**config.mk**
```make
export PLATFORM = sky130hd
export DESIGN_NAME = word_unpacker
export DESIGN_NICKNAME = d
export VERILOG_FILES = /design/src/rtl/word_unpacker.sv
export SDC_FILE = /design/constraint.sdc
export NUM_CORES = 1
export LEC_CHECK = 0
export BUFFER_PORTS_ARGS = -buffer_cell sky130_fd_sc_hd__buf_4
export CAP_MARGIN = 0
export CORE_UTILIZATION = 55
export DETAILED_ROUTE_END_ITERATION = 7
export GPL_TIMING_DRIVEN = 0
export HOLD_SLACK_MARGIN = 0.03
export PLACE_DENSITY = 0.8
export SLEW_MARGIN = 20
export SYNTH_ARGS = -nofsm -noshare
export SYNTH_HDL_FRONTEND = slang
export SYNTH_SLANG_ARGS = --single-unit
```
**constraint.sdc**
```tcl
create_clock -name clk -period 6.2 [get_ports clk]
set_input_delay 0.62 -clock clk [delete_from_list [all_inputs] [get_ports clk]]
set_output_delay 0.62 -clock clk [all_outputs]
set_load 0.05 [all_outputs]
```
**src/rtl/word_unpacker.sv**
```systemverilog
// word_unpacker: splits one IN_W-bit word into IN_W/OUT_W consecutive OUT_W-bit
// beats on a valid/ready stream, with out_last flagging the final beat.
// Optional build macro WORD_UNPACKER_MSB_FIRST_EN: emit the most-significant
// slice first instead of the default least-significant-first order.
// IN_W must be an integer multiple of OUT_W.
module word_unpacker #(
    parameter int IN_W  = 144,
    parameter int OUT_W = 8
) (
    input  logic             clk,
    input  logic             reset,
    input  logic [IN_W-1:0]  in_data,
    input  logic             in_valid,
    output logic             in_ready,
    output logic [OUT_W-1:0] out_data,
    output logic             out_valid,
    input  logic             out_ready,
    output logic             out_last,
    output logic             busy
);

    localparam int BEATS = IN_W / OUT_W;
    localparam int CW    = (BEATS > 1) ? $clog2(BEATS) : 1;
    localparam logic [CW-1:0] LAST = CW'(BEATS - 1);

    localparam logic IDLE = 1'b0;
    localparam logic SEND = 1'b1;

    logic             state_q, state_d;
    logic [IN_W-1:0]  hold_q, hold_d;
    logic [CW-1:0]    cnt_q, cnt_d;
    logic [OUT_W-1:0] out_data_q, out_data_d;
    logic             out_last_q, out_last_d;
    logic [CW-1:0]    sel_w;
    logic [OUT_W-1:0] slice_w [BEATS];

    // View the next hold value as an array of beats so the output mux is a plain index.
    for (genvar g = 0; g < BEATS; g++) begin : g_slice
        assign slice_w[g] = hold_d[g*OUT_W +: OUT_W];
    end

`ifdef WORD_UNPACKER_MSB_FIRST_EN
    assign sel_w = LAST - cnt_d;
`else
    assign sel_w = cnt_d;
`endif

    // Next-state logic: accept a word in IDLE, step through beats in SEND,
    // and chain straight into the next word when the last beat is taken.
    always_comb begin
        state_d = state_q;
        hold_d  = hold_q;
        cnt_d   = cnt_q;
        case (state_q)
            IDLE: begin
                if (in_valid) begin
                    hold_d  = in_data;
                    cnt_d   = '0;
                    state_d = SEND;
                end
            end
            default: begin
                if (out_ready) begin
                    if (cnt_q == LAST) begin
                        if (in_valid) begin
                            hold_d = in_data;
                            cnt_d  = '0;
                        end else begin
                            state_d = IDLE;
                        end
                    end else begin
                        cnt_d = cnt_q + 1'b1;
                    end
                end
            end
        endcase
        out_data_d = slice_w[sel_w];
        out_last_d = (state_d == SEND) && (cnt_d == LAST);
    end

    // State, hold and registered outputs; reset abandons any word in flight.
    always_ff @(posedge clk or negedge reset) begin
        if (!reset) begin
            state_q    <= IDLE;
            hold_q     <= '0;
            cnt_q      <= '0;
            out_data_q <= '0;
            out_last_q <= 1'b0;
        end else begin
            state_q    <= state_d;
            hold_q     <= hold_d;
            cnt_q      <= cnt_d;
            out_data_q <= out_data_d;
            out_last_q <= out_last_d;
        end
    end

    // in_ready looks at out_ready combinationally so a new word can be taken
    // in the same cycle the last beat leaves, keeping the stream gap-free.
    assign in_ready  = reset && ((state_q == IDLE) || (out_last_q && out_ready));
    assign out_data  = out_data_q;
    assign out_valid = (state_q == SEND);
    assign out_last  = out_last_q;
    assign busy      = (state_q == SEND);

endmodule

```
# ---- Yosys cells after proc, flatten, opt, wreduce, memory -nomap -nowiden
# Cells that the tools add are included.
dict set report word_totals {
  in_bits 148
  ff_bits 159
  word_cells 30
  output_inout_bits 12
}
dict set report op_classes {
  n_reduce_logical 4
  addsub 1
  n_lt_le_gt_ge 1
  n_bitwise 2
  mux 15
  eq_ne 2
}
# cell count
set op_table {}
lappend op_table {{$mux W144} 4}
lappend op_table {{$bmux W8 S5} 1}
lappend op_table {{$mux W5} 4}
lappend op_table {{$mux W8} 2}
lappend op_table {{$eq A5 B5 Y1 const B} 2}
lappend op_table {{$ge A6 B6 Y1 const B} 1}
lappend op_table {{$not A5 Y6} 1}
lappend op_table {{$add A5 B1 Y5 const B} 1}
lappend op_table {{$mux W1} 4}
lappend op_table {{$logic_and A1 B1 Y1} 3}
lappend op_table {{$logic_or A1 B1 Y1} 1}
lappend op_table {{$not A1 Y1} 1}

# ---- Logic depth before layout (Yosys ltp)
dict set report logic_depth {
  ltp_word 8
  depth_mapped 12
  ltp_nobuf 10
}

# ---- Least setup slack after synthesis
# Ideal clock, no wire load.
dict set report synth_path {
  kind {in2out}
  start {input port out_ready}
  end {output port in_ready}
  path_slack_ns 3.645
  t_arrival_ns 1.935
  t_required_ns 5.580
  stages 3
  cell_sequence {buf_6 nand2_1 a21boi_0}
}
dict set report synth_via {
  elab_chain_cells 3
}
# element line_no
set synth_lines {}
lappend synth_lines {{from (decl)} 17} ;# input logic out_ready,
lappend synth_lines {{$logic_and A1 B1 Y1} 100} ;# assign in_ready = reset && ((state_q == IDLE) || (out_last_q && out_ready));
lappend synth_lines {{$logic_or A1 B1 Y1} 100}
lappend synth_lines {{$logic_and A1 B1 Y1} 100}
lappend synth_lines {{to (decl)} 14} ;# output logic in_ready,
# No other way between the ends.

# ---- Worst setup path after layout
dict set report layout_path {
  start {register cnt_q[0]}
  end {register out_data_q[0] (netlist: out_data[0])}
}
dict set report layout_via {
  elab_chain_cells 8
}
# element line_no
set layout_lines {}
lappend layout_lines {{from (decl)} 31} ;# logic [CW-1:0] cnt_q, cnt_d;
lappend layout_lines {{from (signal assigned)} 92} ;# cnt_q <= cnt_d;
lappend layout_lines {{$add A5 B1 Y5, or another cell as far along} 72} ;# cnt_d = cnt_q + 1'b1;
lappend layout_lines {{$mux W5} 64} ;# if (cnt_q == LAST) begin
lappend layout_lines {{$mux W5} 63} ;# if (out_ready) begin
lappend layout_lines {{$mux W5} 54} ;# case (state_q)
lappend layout_lines {{$not A5 Y6 (not written as such)} 77} ;# out_data_d = slice_w[sel_w];
lappend layout_lines {{$bmux W8 S5 (*)} 77}
lappend layout_lines {{$mux W8 (not written as such) (*) (2 in series)} 77}
lappend layout_lines {{named net out_data_d[0]} 32} ;# logic [OUT_W-1:0] out_data_q, out_data_d;
lappend layout_lines {{to (signal assigned)} 93} ;# out_data_q <= out_data_d;
lappend layout_lines {{to (decl)} 32}
# Mark *: on every way through the listed nets, which the timed path passes. The rest lies on a longest branch. The select of a mux whose other input is x is not followed.

==> results.sh <==
export IMPL_placed_cells=1128
export IMPL_finClkSkew_ns=0.00622
export IMPL_drive_gt1_share_pct=30.4
export IMPL_fmax_ghz=0.288
export IMPL_chipHeight_um=119
export IMPL_slew_headroom_pct=23.0
export IMPL_cp_max_fo=10
export IMPL_yosysSeqAreaShare_pct=53.0
export IMPL_syn_num_nets=943
export IMPL_fillers=1025
export IMPL_cap_violations=0
export IMPL_dr_pass1_iters=5
export IMPL_diodes=0
export IMPL_syn_avg_cell_area_um2=9.47
export IMPL_synthCells=793
export IMPL_post_route_drc_count=0
export IMPL_synth_edf_count=0
export IMPL_rsz0062_at_grt="false"
export IMPL_netlist_area_leader_share_pct=53.0
export IMPL_cts_buffer_depth=2
export IMPL_synth_top_area_cell="dfrtp_1"
export IMPL_cts_buffers=17
export IMPL_power_density_nw_per_um2=470
export IMPL_clkLatencyLatePin_ns=0.43
export IMPL_outcome="finished clean"
export IMPL_min_period_over_period_pct=55.9
export IMPL_grt_util_all_layers_pct=29.8
export IMPL_htree_levels=4
export IMPL_yosys_warnings=0
export IMPL_synth_area_leaders="dfrtp_1 53%, nand2_1 17%, mux2_2 7.8%"
export IMPL_fin_cells=1160
export IMPL_critPathSlowestCell="a2111oi_0"
export IMPL_core_um2=13300
export IMPL_synthDistinctLibCells=53
export IMPL_cp_arrival_ns=3.73
export IMPL_final_area_um2=9570
export IMPL_synthToLayoutAreaGrowth_pct=27.5
export IMPL_hp_class="primary input to async pin"
export IMPL_min_period_ns=3.47
export IMPL_vias=6392
export IMPL_cts_setup_buffers=0
export IMPL_max_stage_delay_ns=0.98
export IMPL_hold_viol_final=0
export IMPL_synth_flop_cell="dfrtp_1"
export IMPL_netlist_area_um2=7510
export IMPL_grt_max_degree=85
export IMPL_fp_dieW_um=119
export IMPL_port_buffers=158
export IMPL_p_leak_nw=4.88
export IMPL_die_area_um2=14100
export IMPL_ctsRootBufferMaster="clkbuf_16"
export IMPL_initial_utilization_pct=56.5
export IMPL_gp_congestion=0.923
export IMPL_drtAntennaViolNets=0
export IMPL_drt_total_wl_mm=20.2
export IMPL_wl_per_cell_um=17.4
export IMPL_crit_path_start_kind="flip-flop"
export IMPL_num_rows=42
export IMPL_tightest_slew_ns=1.13
export IMPL_grt_pass1_vias=6224
export IMPL_cts_tree="yes"
export IMPL_slew_violations=0
export IMPL_boundaryPins=160
export IMPL_dp_hpwl_mm=14.8
export IMPL_synthArstFlopShare_pct=100
export IMPL_fin_nets=1121
export IMPL_final_setup_viol_count=0
export IMPL_post_drt_via_cell_ratio=5.51
export IMPL_synth_seq_cells=159
export IMPL_required_ns=6.46
export IMPL_critPathKind="flip-flop to flip-flop"
export IMPL_drt_iter0_markers=593
export IMPL_clock_sinks=159
export IMPL_gr_total_overflow=0
export IMPL_ir_drop_mv=0.261
export IMPL_postPlaceCellArea_um2=8950
export IMPL_hold_buffers=0
export IMPL_cts_clk_slew_worst_paths_ns=0.06
export IMPL_grt_pass1_wl_mm=31.5
export IMPL_cp_cell_sequence="ha_1 -> and4bb_4 -> o221ai_2 -> o21a_1 -> buf_6 -> buf_2 -> mux2i_1 -> a21oi_1 -> a2111oi_0 -> a2bb2oi_1"
export IMPL_endpoint_kind="flip-flop"
export IMPL_p_total_mw=4.49
export IMPL_cts_resized=0
export IMPL_antenna_found_initial=0
export IMPL_fin_setup_tns_ns=0
-- synth_stat cells, drive strengths merged, types with 2 or more instances --
master,number
a2111oi,12
a21oi,14
a22oi,2
a2bb2oi,6
a311oi,6
a31o,2
a31oi,10
buf,37
clkbuf,10
dfrtp,159
ha,2
inv,7
mux2,61
mux2i,23
nand2,343
nand2b,2
nand3,17
nor2,31
nor3,18
o2111ai,2
o21a,2
o21ai,3
o22ai,6
or3,2
-- cell type report --
type	instances	area (um^2)	share of cell area, %
Inverter	7	28.8	0.301
Clock buffer	21	460	4.81
Multi-Input combinational cell	580	3210	33.5
Timing Repair Buffer	159	1220	12.8
Tap cell	176	220	2.30
Sequential cell	159	3980	41.6
Buffer	47	288	3.01
Clock inverter	11	163	1.70
-- power by group --
part	internal [mW]	switching (mW)	total (mW)	leakage, nW
Combinational	0.668	0.956	1.62	2.61
Sequential	1.54	0.225	1.77	1.96
Clock	0.691	0.412	1.10	0.299
Total	2.90	1.59	4.49	4.88
-- placed cells by master (no fill, tap or decap), types with 2 or more instances in the layout --
| cell | Yosys | final |
|---|---|---|
| or3_1 | 2 | 2 |
| buf_4 | 7 | 164 |
| nand2_1 | 342 | 342 |
| clkinv_2 | 0 | 4 |
| nor2_1 | 31 | 31 |
| o21ai_2 | 2 | 2 |
| buf_6 | 8 | 8 |
| buf_2 | 20 | 20 |
| a311oi_1 | 6 | 6 |
| buf_1 | 2 | 2 |
| o22ai_1 | 6 | 6 |
| dfrtp_1 | 159 | 159 |
| mux2_1 | 2 | 2 |
| nand3_1 | 16 | 16 |
| nor3_1 | 18 | 18 |
| a2111oi_0 | 12 | 12 |
| a2bb2oi_1 | 6 | 6 |
| clkbuf_16 | 0 | 17 |
| o21a_1 | 2 | 2 |
| inv_2 | 3 | 3 |
| ha_1 | 2 | 2 |
| a31oi_1 | 10 | 10 |
| mux2i_1 | 23 | 23 |
| inv_1 | 3 | 3 |
| a21oi_1 | 14 | 14 |
| o2111ai_1 | 2 | 2 |
| clkbuf_1 | 10 | 12 |
| mux2_2 | 52 | 52 |
| bufinv_16 | 0 | 4 |
| clkbuf_8 | 0 | 2 |
| mux2_4 | 7 | 7 |
| clkinvlp_4 | 0 | 3 |
-- final timing paths --
path                                    from           to  slack, ns  depth (start not counted)
max in group asynchronous              reset   hold_q[96]       5.26                          2
worst min register to register    hold_q[97]   hold_q[97]       0.46                          2
worst max register to register      cnt_q[0]  out_data[0]       2.73                         10
worst min-delay path                   reset   hold_q[10]       0.15                          1
worst max-delay path                cnt_q[0]  out_data[0]       2.73                         10
min in group clk                in_data[103]  hold_q[103]       0.38                          3
-- per-layer routing --
metal  vias up  GRT usage (%)  share of wire [%]
met2       273           48.8                 49
met3        65           6.94                7.2
met1      3059           36.9                 40
met5         -              0                  0
met4         0           15.9                4.3
li1       2995              -                  -
-- kinds of logic after synthesis --
group	synth area share, %
adders and majority gates	0.333
buffers and inverters	4.22
DFF	53.0
muxes	12.6
and+or+nand+nor	22.6
AOI/OAI and AO/OA	7.28
-- state kept, by name, indices dropped and copies added, names as in the netlist --
name,count
out_data,8
cnt_q,5
out_last,1
busy,1
hold_q,144
-- stage by stage --
step           util, %  hold WS [ns]  setup WS (ns)
2_1_floorplan        -         0.324           3.65
3_3_place_gp      67.0         0.444           2.87
3_5_place_dp      67.3         0.453           2.76
4_1_cts           72.0         0.178           2.74
5_1_grt           72.0         0.203           2.66
6_report          72.0         0.151           2.73
-- worst max-delay path: cells and delay by family (launching register included) --
| kind | cells | cell delay [ns] |
|---|---|---|
| flops | 1 | 0.46 |
| fa+ha+maj | 1 | 0.27 |
| mux | 1 | 0.37 |
| buf+inv | 2 | 0.46 |
| compound gates | 5 | 1.50 |
| simple gates | 1 | 0.23 |
No activity file was read; power rests on OpenSTA's default activity.
